$ cat src/rtl/clock_lock_supervisor_pkg.sv
// Shared types and constants for the clock lock supervisor.
// Contents: FSM state enum, the 12-bit period type, the period saturation
// value, and the helper that judges a measured period against its window.
package clock_lock_supervisor_pkg;

  localparam int unsigned PERIOD_W = 12;

  typedef logic [PERIOD_W-1:0] period_t;

  localparam period_t PERIOD_SAT = 12'd4095;

  // FAULT is only reachable when CLOCK_LOCK_SUPERVISOR_STICKY_FAULT_EN is defined.
  typedef enum logic [1:0] {
    HOLD   = 2'd0,
    SETTLE = 2'd1,
    RUN    = 2'd2,
    FAULT  = 2'd3
  } state_e;

  // True when |p - nominal| <= tol. Written without a subtraction so it
  // cannot underflow when nominal < tol.
  function automatic logic period_in_tol(input period_t p,
                                         input int unsigned nominal,
                                         input int unsigned tol);
    return ((32'(p) + tol) >= nominal) && (32'(p) <= (nominal + tol));
  endfunction

endpackage

$ cat src/rtl/clock_lock_supervisor_if.sv
// Status bundle of the clock lock supervisor.
// master: the supervisor (takes dll_locked/frame_tgl, drives the status).
// slave : the environment (drives dll_locked/frame_tgl, reads the status).
interface clock_lock_supervisor_if;
  import clock_lock_supervisor_pkg::*;

  logic    dll_locked;
  logic    frame_tgl;
  logic    sys_rst_L;
  logic    rec_valid;
  period_t rec_period;
  logic    lock_lost;

  modport master (
    input  dll_locked, frame_tgl,
    output sys_rst_L, rec_valid, rec_period, lock_lost
  );

  modport slave (
    output dll_locked, frame_tgl,
    input  sys_rst_L, rec_valid, rec_period, lock_lost
  );

endinterface

$ cat src/rtl/clock_lock_sync.sv
// Two-flop synchronizer with an optional registered rising-edge pulse.
// Ports: clk, ares_L (async active-low reset), d (async input),
//        q (synchronized level), rise (one-cycle pulse per rising edge of q,
//        tied low when EDGE_EN = 0).
module clock_lock_sync #(
  parameter bit EDGE_EN = 1'b0
) (
  input  logic clk,
  input  logic ares_L,
  input  logic d,
  output logic q,
  output logic rise
);

  logic meta;
  logic sync;

  // Metastability filter.
  always_ff @(posedge clk or negedge ares_L) begin
    if (!ares_L) begin
      meta <= 1'b0;
      sync <= 1'b0;
    end else begin
      meta <= d;
      sync <= meta;
    end
  end

  assign q = sync;

  generate
    if (EDGE_EN) begin : g_edge
      logic prev;

      // Third stage holds the previous level; the pulse itself is registered.
      always_ff @(posedge clk or negedge ares_L) begin
        if (!ares_L) begin
          prev <= 1'b0;
          rise <= 1'b0;
        end else begin
          prev <= sync;
          rise <= sync & ~prev;
        end
      end
    end else begin : g_no_edge
      assign rise = 1'b0;
    end
  endgenerate

endmodule

$ cat src/rtl/clock_lock_supervisor.sv
// Clock lock supervisor: sequences the system reset from DLL lock and
// qualifies the recovered frame toggle by measuring its period in clk cycles.
// Ports: clk, ares_L (async active-low reset), bus (master modport:
//        dll_locked, frame_tgl in; sys_rst_L, rec_valid, rec_period,
//        lock_lost out, all registered).
// Build option: CLOCK_LOCK_SUPERVISOR_STICKY_FAULT_EN makes a lock drop in
// RUN latch into FAULT until ares_L is asserted.
module clock_lock_supervisor
  import clock_lock_supervisor_pkg::*;
#(
  parameter int unsigned NOMINAL_PERIOD = 1024,
  parameter int unsigned TOLERANCE      = 8,
  parameter int unsigned GOOD_COUNT     = 4,
  parameter int unsigned SETTLE_CYCLES  = 4096
) (
  input  logic                    clk,
  input  logic                    ares_L,
  clock_lock_supervisor_if.master bus
);

  localparam int unsigned SETTLE_W = (SETTLE_CYCLES > 1) ? $clog2(SETTLE_CYCLES) : 1;
  localparam int unsigned GOOD_W   = (GOOD_COUNT > 1) ? $clog2(GOOD_COUNT + 1) : 1;
  localparam int unsigned TIMEOUT  = 2 * NOMINAL_PERIOD;

  state_e              state;
  state_e              next_state;
  logic [SETTLE_W-1:0] settle_cnt;
  logic                lock_s;
  logic                lock_rise_unused;
  logic                frame_s_unused;
  logic                frame_rise;
  logic                run_c;

  period_t             per_cnt;
  logic [GOOD_W-1:0]   good_cnt;
  logic                first_edge;
  logic                sys_rst_q;
  logic                lock_lost_q;
  logic                rec_valid_q;
  period_t             rec_period_q;

  clock_lock_sync #(.EDGE_EN(1'b0)) u_lock_sync (
    .clk    (clk),
    .ares_L (ares_L),
    .d      (bus.dll_locked),
    .q      (lock_s),
    .rise   (lock_rise_unused)
  );

  clock_lock_sync #(.EDGE_EN(1'b1)) u_frame_sync (
    .clk    (clk),
    .ares_L (ares_L),
    .d      (bus.frame_tgl),
    .q      (frame_s_unused),
    .rise   (frame_rise)
  );

  // Next-state logic.
  always_comb begin
    next_state = state;
    case (state)
      HOLD:    if (lock_s) next_state = SETTLE;
      SETTLE: begin
        if (!lock_s)                                          next_state = HOLD;
        else if (settle_cnt == SETTLE_W'(SETTLE_CYCLES - 1))  next_state = RUN;
      end
      RUN: begin
`ifdef CLOCK_LOCK_SUPERVISOR_STICKY_FAULT_EN
        if (!lock_s) next_state = FAULT;
`else
        if (!lock_s) next_state = HOLD;
`endif
      end
`ifdef CLOCK_LOCK_SUPERVISOR_STICKY_FAULT_EN
      FAULT:   next_state = FAULT;
`else
      FAULT:   next_state = HOLD;
`endif
      default: next_state = HOLD;
    endcase
  end

  // State register; the settle counter restarts whenever SETTLE is (re)entered.
  always_ff @(posedge clk or negedge ares_L) begin
    if (!ares_L) begin
      state      <= HOLD;
      settle_cnt <= '0;
    end else begin
      state      <= next_state;
      settle_cnt <= (state == SETTLE && next_state == SETTLE) ?
                    settle_cnt + SETTLE_W'(1) : '0;
    end
  end

  // Reset/lock outputs follow next_state so they line up with the transition edge.
  always_ff @(posedge clk or negedge ares_L) begin
    if (!ares_L) begin
      sys_rst_q   <= 1'b0;
      lock_lost_q <= 1'b0;
    end else begin
      sys_rst_q   <= (next_state == RUN);
      lock_lost_q <= (state == RUN) && (next_state != RUN);
    end
  end

  // Measurement is live only while staying in RUN; leaving RUN drops rec_valid.
  assign run_c = (state == RUN) && (next_state == RUN);

  // Period counter, good-period qualifier and timeout.
  always_ff @(posedge clk or negedge ares_L) begin
    if (!ares_L) begin
      per_cnt      <= '0;
      good_cnt     <= '0;
      first_edge   <= 1'b1;
      rec_valid_q  <= 1'b0;
      rec_period_q <= '0;
    end else if (!run_c) begin
      per_cnt     <= '0;
      good_cnt    <= '0;
      first_edge  <= 1'b1;
      rec_valid_q <= 1'b0;
    end else if (frame_rise) begin
      // Edge beats a coincident timeout.
      per_cnt    <= PERIOD_W'(1);
      first_edge <= 1'b0;
      if (!first_edge) begin
        rec_period_q <= per_cnt;
        if (period_in_tol(per_cnt, NOMINAL_PERIOD, TOLERANCE)) begin
          if (good_cnt != GOOD_W'(GOOD_COUNT)) good_cnt <= good_cnt + GOOD_W'(1);
          rec_valid_q <= (good_cnt >= GOOD_W'(GOOD_COUNT - 1));
        end else begin
          good_cnt    <= '0;
          rec_valid_q <= 1'b0;
        end
      end
    end else if (32'(per_cnt) == TIMEOUT) begin
      // Lost edges: requalify from scratch, next edge only reloads.
      good_cnt     <= '0;
      first_edge   <= 1'b1;
      rec_valid_q  <= 1'b0;
      rec_period_q <= PERIOD_SAT;
      if (per_cnt != PERIOD_SAT) per_cnt <= per_cnt + PERIOD_W'(1);
    end else if (per_cnt != PERIOD_SAT) begin
      per_cnt <= per_cnt + PERIOD_W'(1);
    end
  end

  assign bus.sys_rst_L  = sys_rst_q;
  assign bus.lock_lost  = lock_lost_q;
  assign bus.rec_valid  = rec_valid_q;
  assign bus.rec_period = rec_period_q;

endmodule

$ cat src/flat_wrapper.sv
// flat-port wrapper written by rule: the top's interface ports become plain ports
module clock_lock_supervisor_flat import clock_lock_supervisor_pkg::*;
#(
  parameter int unsigned NOMINAL_PERIOD = 1024,
  parameter int unsigned TOLERANCE      = 8,
  parameter int unsigned GOOD_COUNT     = 4,
  parameter int unsigned SETTLE_CYCLES  = 4096
)
  (clk, ares_L, bus_dll_locked, bus_frame_tgl, bus_sys_rst_L, bus_rec_valid, bus_rec_period, bus_lock_lost);
  clock_lock_supervisor_if bus_i ();
  input  logic clk;
  input  logic ares_L;
  input wire logic [$bits(bus_i.dll_locked)-1:0] bus_dll_locked;
  input wire logic [$bits(bus_i.frame_tgl)-1:0] bus_frame_tgl;
  output wire logic [$bits(bus_i.sys_rst_L)-1:0] bus_sys_rst_L;
  output wire logic [$bits(bus_i.rec_valid)-1:0] bus_rec_valid;
  output wire logic [$bits(bus_i.rec_period)-1:0] bus_rec_period;
  output wire logic [$bits(bus_i.lock_lost)-1:0] bus_lock_lost;
  assign bus_i.dll_locked = bus_dll_locked;
  assign bus_i.frame_tgl = bus_frame_tgl;
  assign bus_sys_rst_L = bus_i.sys_rst_L;
  assign bus_rec_valid = bus_i.rec_valid;
  assign bus_rec_period = bus_i.rec_period;
  assign bus_lock_lost = bus_i.lock_lost;
  clock_lock_supervisor #(.NOMINAL_PERIOD(NOMINAL_PERIOD), .TOLERANCE(TOLERANCE), .GOOD_COUNT(GOOD_COUNT), .SETTLE_CYCLES(SETTLE_CYCLES)) u_core (.clk(clk), .ares_L(ares_L), .bus(bus_i));
endmodule
$ cat config.mk
export PLATFORM = sky130hd
export DESIGN_NAME = clock_lock_supervisor_flat
export DESIGN_NICKNAME = d
export VERILOG_FILES = /design/src/rtl/clock_lock_supervisor_pkg.sv /design/src/rtl/clock_lock_supervisor_if.sv /design/src/rtl/clock_lock_sync.sv /design/src/rtl/clock_lock_supervisor.sv /design/src/flat_wrapper.sv
export SDC_FILE = /design/constraint.sdc
export NUM_CORES = 1
export LEC_CHECK = 0
export BUFFER_PORTS_ARGS = -buffer_cell sky130_fd_sc_hd__buf_4
export CAP_MARGIN = 20
export CORE_MARGIN = 5
export CORE_UTILIZATION = 45
export CTS_BUF_LIST = sky130_fd_sc_hd__clkbuf_4
export DETAILED_ROUTE_END_ITERATION = 12
export PLACE_DENSITY_LB_ADDON = 0.25
export SLEW_MARGIN = 20
export SYNTH_ARGS = -nofsm -noshare
export SYNTH_HDL_FRONTEND = slang
export SYNTH_SLANG_ARGS = --single-unit
export TNS_END_PERCENT = 5
$ cat constraint.sdc
create_clock -name clk -period 2.2 [get_ports clk]
set_input_delay 0.11 -clock clk [delete_from_list [all_inputs] [get_ports clk]]
set_output_delay 0.11 -clock clk [all_outputs]
set_load 0.02 [all_outputs]
-- Word-level counts from Yosys, hierarchy flattened
Cells that the tools add are included.
- $add $sub $neg: 4
- $mul: 0
- divide/modulo/power cells: 0
- magnitude comparators: 3
- equality and inequality tests: 15
- shift-type cells: 0
- muxes and demuxes: 26
- bitwise gates (word level): 2
- reductions and logical operators: 9
- operator list (kind ; number):
    12-bit two-way mux ; 7
    32-bit by 11-bit greater-or-equal comparator with 1-bit output (second input constant) ; 1
    12-bit by 1-bit adder with 12-bit output (second input constant) ; 2
    12-bit == test (second input constant) ; 2
    3-bit two-way mux ; 6
    12-bit by 4-bit adder with 13-bit output (second input constant) ; 1
    12-bit by 11-bit less-or-equal comparator with 1-bit output (second input constant) ; 1
    12-bit inequality test (second input constant) ; 1
    3-bit inequality test (second input constant) ; 4
    1-bit two-way mux ; 8
    2-bit two-way mux ; 4
    2-bit case mux with 4 select lines ; 1
    2-bit == test (second input constant) ; 3
    3-bit AND reduction ; 2
    2-bit by 1-bit == test with 1-bit output (second input constant) ; 2
    1-bit logical AND ; 4
    2-bit inequality test (second input constant) ; 2
    4-bit inequality test (second input constant) ; 1
    3-bit by 1-bit adder with 3-bit output (second input constant) ; 1
    3-bit by 2-bit greater-or-equal comparator with 1-bit output (second input constant) ; 1
    2-bit logical NOT ; 1
    2-bit AND reduction ; 1
    2-bit nonzero test ; 1
    1-bit AND ; 1
    1-bit NOT ; 1
- bits in registers: 51
- bits in latches: 0
- bits in writable memories: 0
- bits in read-only memories: 0
- input bits: 4
- output and inout bits: 15
- logic and storage cells: 74
- memories kept: 0

-- Longest topological paths before layout
- depth after elaboration: 8
- depth in mapped cells: 8
- depth with buffers taken out: 7

-- By module
From an unflattened synthesis, not the netlist that was laid out.
- cells, all modules: 212
- area total of the unflattened synthesis: 2332.2 sq um
- modules (own cells, without submodules) (module ; times used ; cells each ; area an instance (sq um) ; seq. area each (sq um)):
    clock_lock_supervisor ; 1 ; 203 ; 2157.1 ; 1127.3
    clock_lock_sync (u_core.u_frame_sync) ; 1 ; 5 ; 113.9 ; 100.1
    clock_lock_sync (u_core.u_lock_sync) ; 1 ; 4 ; 61.3 ; 50.0

-- Worst setup path after synthesis
No wires, ideal clock.
- path type: register -> register
- start point: register u_core.per_cnt[0]
- end point: register u_core.rec_period_q[10], in the netlist u_core.bus.rec_period[10]
- setup time: 0.065 ns
- arrival time: 1.523 ns
- required time: 2.135 ns
- setup slack: 0.612 ns
- stages on the path, launching flop included: 9
- buffers on the path: 1
- clock period less this slack: 1.588 ns
- cell sequence: dfrtp_1 inv_1 ha_1 nor4bb_1 and4_1 nor2_1 nor2_4 buf_6 o22a_1
- longest elaborated chain between the ends: 3
- ends and longest elaborated chain (item ; RTL line ; RTL):
    start, declared ; clock_lock_supervisor.sv:34 ; period_t per_cnt;
    start signal, assigned ; clock_lock_supervisor.sv:142 ; if (per_cnt != PERIOD_SAT) per_cnt <= per_cnt + PERIOD_W'(1);
    start signal, assigned ; clock_lock_supervisor.sv:144 ; per_cnt <= per_cnt + PERIOD_W'(1);
    12-bit == test ; clock_lock_supervisor.sv:136 ; end else if (32'(per_cnt) == TIMEOUT) begin
    2-bit nonzero test (no source line) ; -- ;
    3-bit AND reduction (no source line) ; -- ;
    end signal, assigned ; clock_lock_supervisor.sv:127 ; rec_period_q <= per_cnt;
    end, declared ; clock_lock_supervisor.sv:40 ; period_t rec_period_q;
No other way between the ends.
A chain may end at the register's enable or synchronous reset.

-- Worst setup path in the final report
- start point: register u_core.per_cnt[0]
- end point: register u_core.rec_period_q[2], in the netlist u_core.bus.rec_period[2]
The elaborated chain is that of the path after synthesis.

==> results.json <==
{
  "cts.path.max_buffers": 2,
  "cp_max_fo": 12,
  "swShare_pct": 22.37,
  "layout_setup_ws_ns": 0.2656,
  "tns_ns": 0,
  "final_common_cell": "dfrtp_1",
  "row_count": 26,
  "overflow": 0,
  "vdd_ir_drop_max_v": 0.0003469,
  "power.leakage_nw": 1.117,
  "tritoncts": "yes",
  "start_util_pct": 46.01,
  "crit_arrival_ns": 2.24,
  "nets": 244,
  "htreeDepth": 2,
  "relSlewSlack_pct": 57.92,
  "mostFrequentLayoutCells": "dfrtp_1 (50), nor2_1 (27), buf_4 (19)",
  "final-setup-viol-count": 0,
  "cp-end-kind": "flop",
  "grt_start_max_net_pins": 52,
  "die_w_um": 82.03,
  "diodes": 0,
  "via_per_inst": 5.397,
  "p_switching_mw": 0.3150,
  "port_buffers": 18,
  "syn_area_sq_um": 2335,
  "cts_buffers": 5,
  "gp_congestion": 0.8014,
  "syn2layout_area_growth_pct": 11.95,
  "fmax_mhz": 517.0,
  "fillCellCount": 484,
  "pwr_density_cell_nw_per_um2": 538.9,
  "rsz0062_at_grt": "false",
  "pin_count": 19,
  "dr.pass1.iters": 8,
  "synth_top_cell_area_share_pct": 53.59,
  "syn_nets": 222,
  "ant_nets": 0,
  "syn_area_per_cell_sq_um": 11.01,
  "timing.hold.ws_ns": 0.3023,
  "grt_use_total_pct": 15.17,
  "drive_gt1_share_pct": 14.47,
  "place_ws_ns": 0.3070,
  "ctsResizeCount": 0,
  "netlist_instances": 212,
  "synth.distinct_cells": 46,
  "synth_area_leaders": "dfrtp_1 (54%), o22a_1 (4.5%), xor2_1 (4.5%)",
  "clkPwrFrac_pct": 29.9,
  "async_flop_share_pct": 100.0,
  "synth_edf_count": 0,
  "coreArea_sq_um": 5075,
  "grt_antenna_before_repair": 0,
  "crit_type": "reg2reg",
  "grt_pass1_vias": 1567,
  "cts.sinks": 51,
  "startpoint_type": "flop",
  "ys_seq_area_share_pct": 54.72,
  "seq_power_share_pct": 67.6,
  "drv_cap": 0,
  "ys_ff_latch": 51,
  "status": "finished, final reports clean",
  "die_y_um": 82.03,
  "tightest_slew_ns": 0.6312,
  "final_max_slew_viol_count": 0,
  "cp.required_ns": 2.51,
  "internal_power_mw": 1.094,
  "synth_warnings": 0,
  "hp-class": "in2async",
  "routed_wl_um": 4279,
  "hold_buffers": 3,
  "routedWlPerCell_um": 14.03,
  "finalCritPeriodShare_pct": 87.93,
  "route.detailed.drc": 0,
  "fin_skew_ns": 0.007033,
  "clock_latency_ns": 0.37,
  "pwr-share-comb_pct": 2.5,
  "cts_setup_buffers": 0,
  "reg2regPathDepth": 7,
  "drtIter0Drc": 133,
  "synth_top_area_cell": "dfrtp_1",
  "synth_flop_cell": "dfrtp_1",
  "die_area_sq_um": 6729,
  "vias": 1646,
  "post-dp-hpwl_um": 2914,
  "finalHoldViolCount": 0,
  "min_period_ns": 1.934,
  "ctsRootBufferMaster": "clkbuf_4",
  "clkTransAtPathRegs_ns": 0.14,
  "grt_pass1_wl_um": 7693
}
-- metal layers --
layer  GRT usage (%)  wire, um  vias to the layer above
met5               0         0                        -
met4           5.316        59                        0
met3           4.057       261                        6
met2           20.84      1851                       55
met1           22.83      2107                      792
li1                -         -                      793
-- state kept, by name, summed over array words and instances (netlist names), 2 cells and up --
| name | flops |
|---|---|
| u_core.good_cnt | 3 |
| u_core.state | 2 |
| u_core.per_cnt | 12 |
| u_core.bus.rec_period | 12 |
| u_core.settle_cnt | 12 |
-- through the flow --
step | total power, mW | util [%] | instance area (sq um) | instances
2_1_floorplan | 0.9776 | - | 2335 | 212
6_report | 1.409 | 51.50 | 2614 | 305
5_1_grt | 1.477 | 51.50 | 2614 | 305
3_5_place_dp | 1.003 | 49.78 | 2526 | 294
4_1_cts | 1.430 | 51.50 | 2614 | 305
3_3_place_gp | 1.003 | 49.78 | 2526 | 294
-- synth_stat cells (3+ instances only) --
cell type	instances
inv_1	11
a31oi_1	4
and3_1	4
nor3_1	3
nor2b_1	3
o2111ai_1	3
nand3_1	7
nor2_1	27
xor2_1	12
buf_2	3
nand3b_1	4
and4_1	4
nand2_1	11
nand4_1	5
ha_1	6
dfrtp_1	50
xnor2_1	6
o22a_1	12
-- worst max-delay path, cell delays in order, from the launching register on --
cell and delay, ns:
dfrtp_1 0.44, inv_1 0.10, ha_1 0.16, nor4bb_1 0.34
and4_1 0.29, nor2_1 0.07, nor2_4 0.28, o22a_1 0.19
-- logic make-up (layout without fill, tap and decap cells) --
| group | after synthesis | count (layout) | share of synthesized area, % |
|---|---|---|---|
| AOI/OAI and AO/OA | 36 | 36 | 12.17 |
| xor gates and xnor gates | 18 | 18 | 6.752 |
| adders and majority gates | 6 | 6 | 3.215 |
| buffers and inverters | 18 | 41 | 3.430 |
| DFF | 51 | 51 | 54.72 |
| muxes | 1 | 1 | 0.4287 |
| and+or+nand+nor | 82 | 82 | 19.29 |
-- cell type report --
type                    count  area [sq um]  area share (%)
repair buffers             22         172.7           6.606
well taps                  70         87.58           3.351
inverters                  11         41.29           1.580
clock inverters             2         12.51          0.4787
multi-input cells         143         977.2           37.39
clock buffers               6         45.04           1.723
flip-flops and latches     51          1277           48.88
-- final timing paths --
| kind | end | start | slack (ns) |
|---|---|---|---|
| worst min register to register | u_core.u_frame_sync.q$_DFF_PN0_ | u_core.u_frame_sync.meta$_DFF_PN0_ | 0.37 |
| min in group clk | u_core.u_frame_sync.q$_DFF_PN0_ | u_core.u_frame_sync.meta$_DFF_PN0_ | 0.37 |
| worst min-delay path | u_core.good_cnt[1]$_DFFE_PN0P_ | ares_L | 0.30 |
| worst max register to register | u_core.bus.rec_period[2]$_DFFE_PN0P_ | u_core.per_cnt[0]$_DFFE_PN0P_ | 0.27 |
| max in group asynchronous | u_core.bus.rec_period[3]$_DFFE_PN0P_ | ares_L | 1.48 |
| worst max-delay path | u_core.bus.rec_period[2]$_DFFE_PN0P_ | u_core.per_cnt[0]$_DFFE_PN0P_ | 0.27 |
-- power groups by stage --
stage	Clock [mW]	Sequential [mW]	Combinational (mW)
2_1_floorplan	0	0.968	0.00921
3_3_place_gp	0	0.970	0.0328
3_5_place_dp	0	0.970	0.0328
4_1_cts	0.440	0.953	0.0371
5_1_grt	0.480	0.955	0.0419
6_report	0.421	0.952	0.0353
Power figures use the tool's default switching activity.
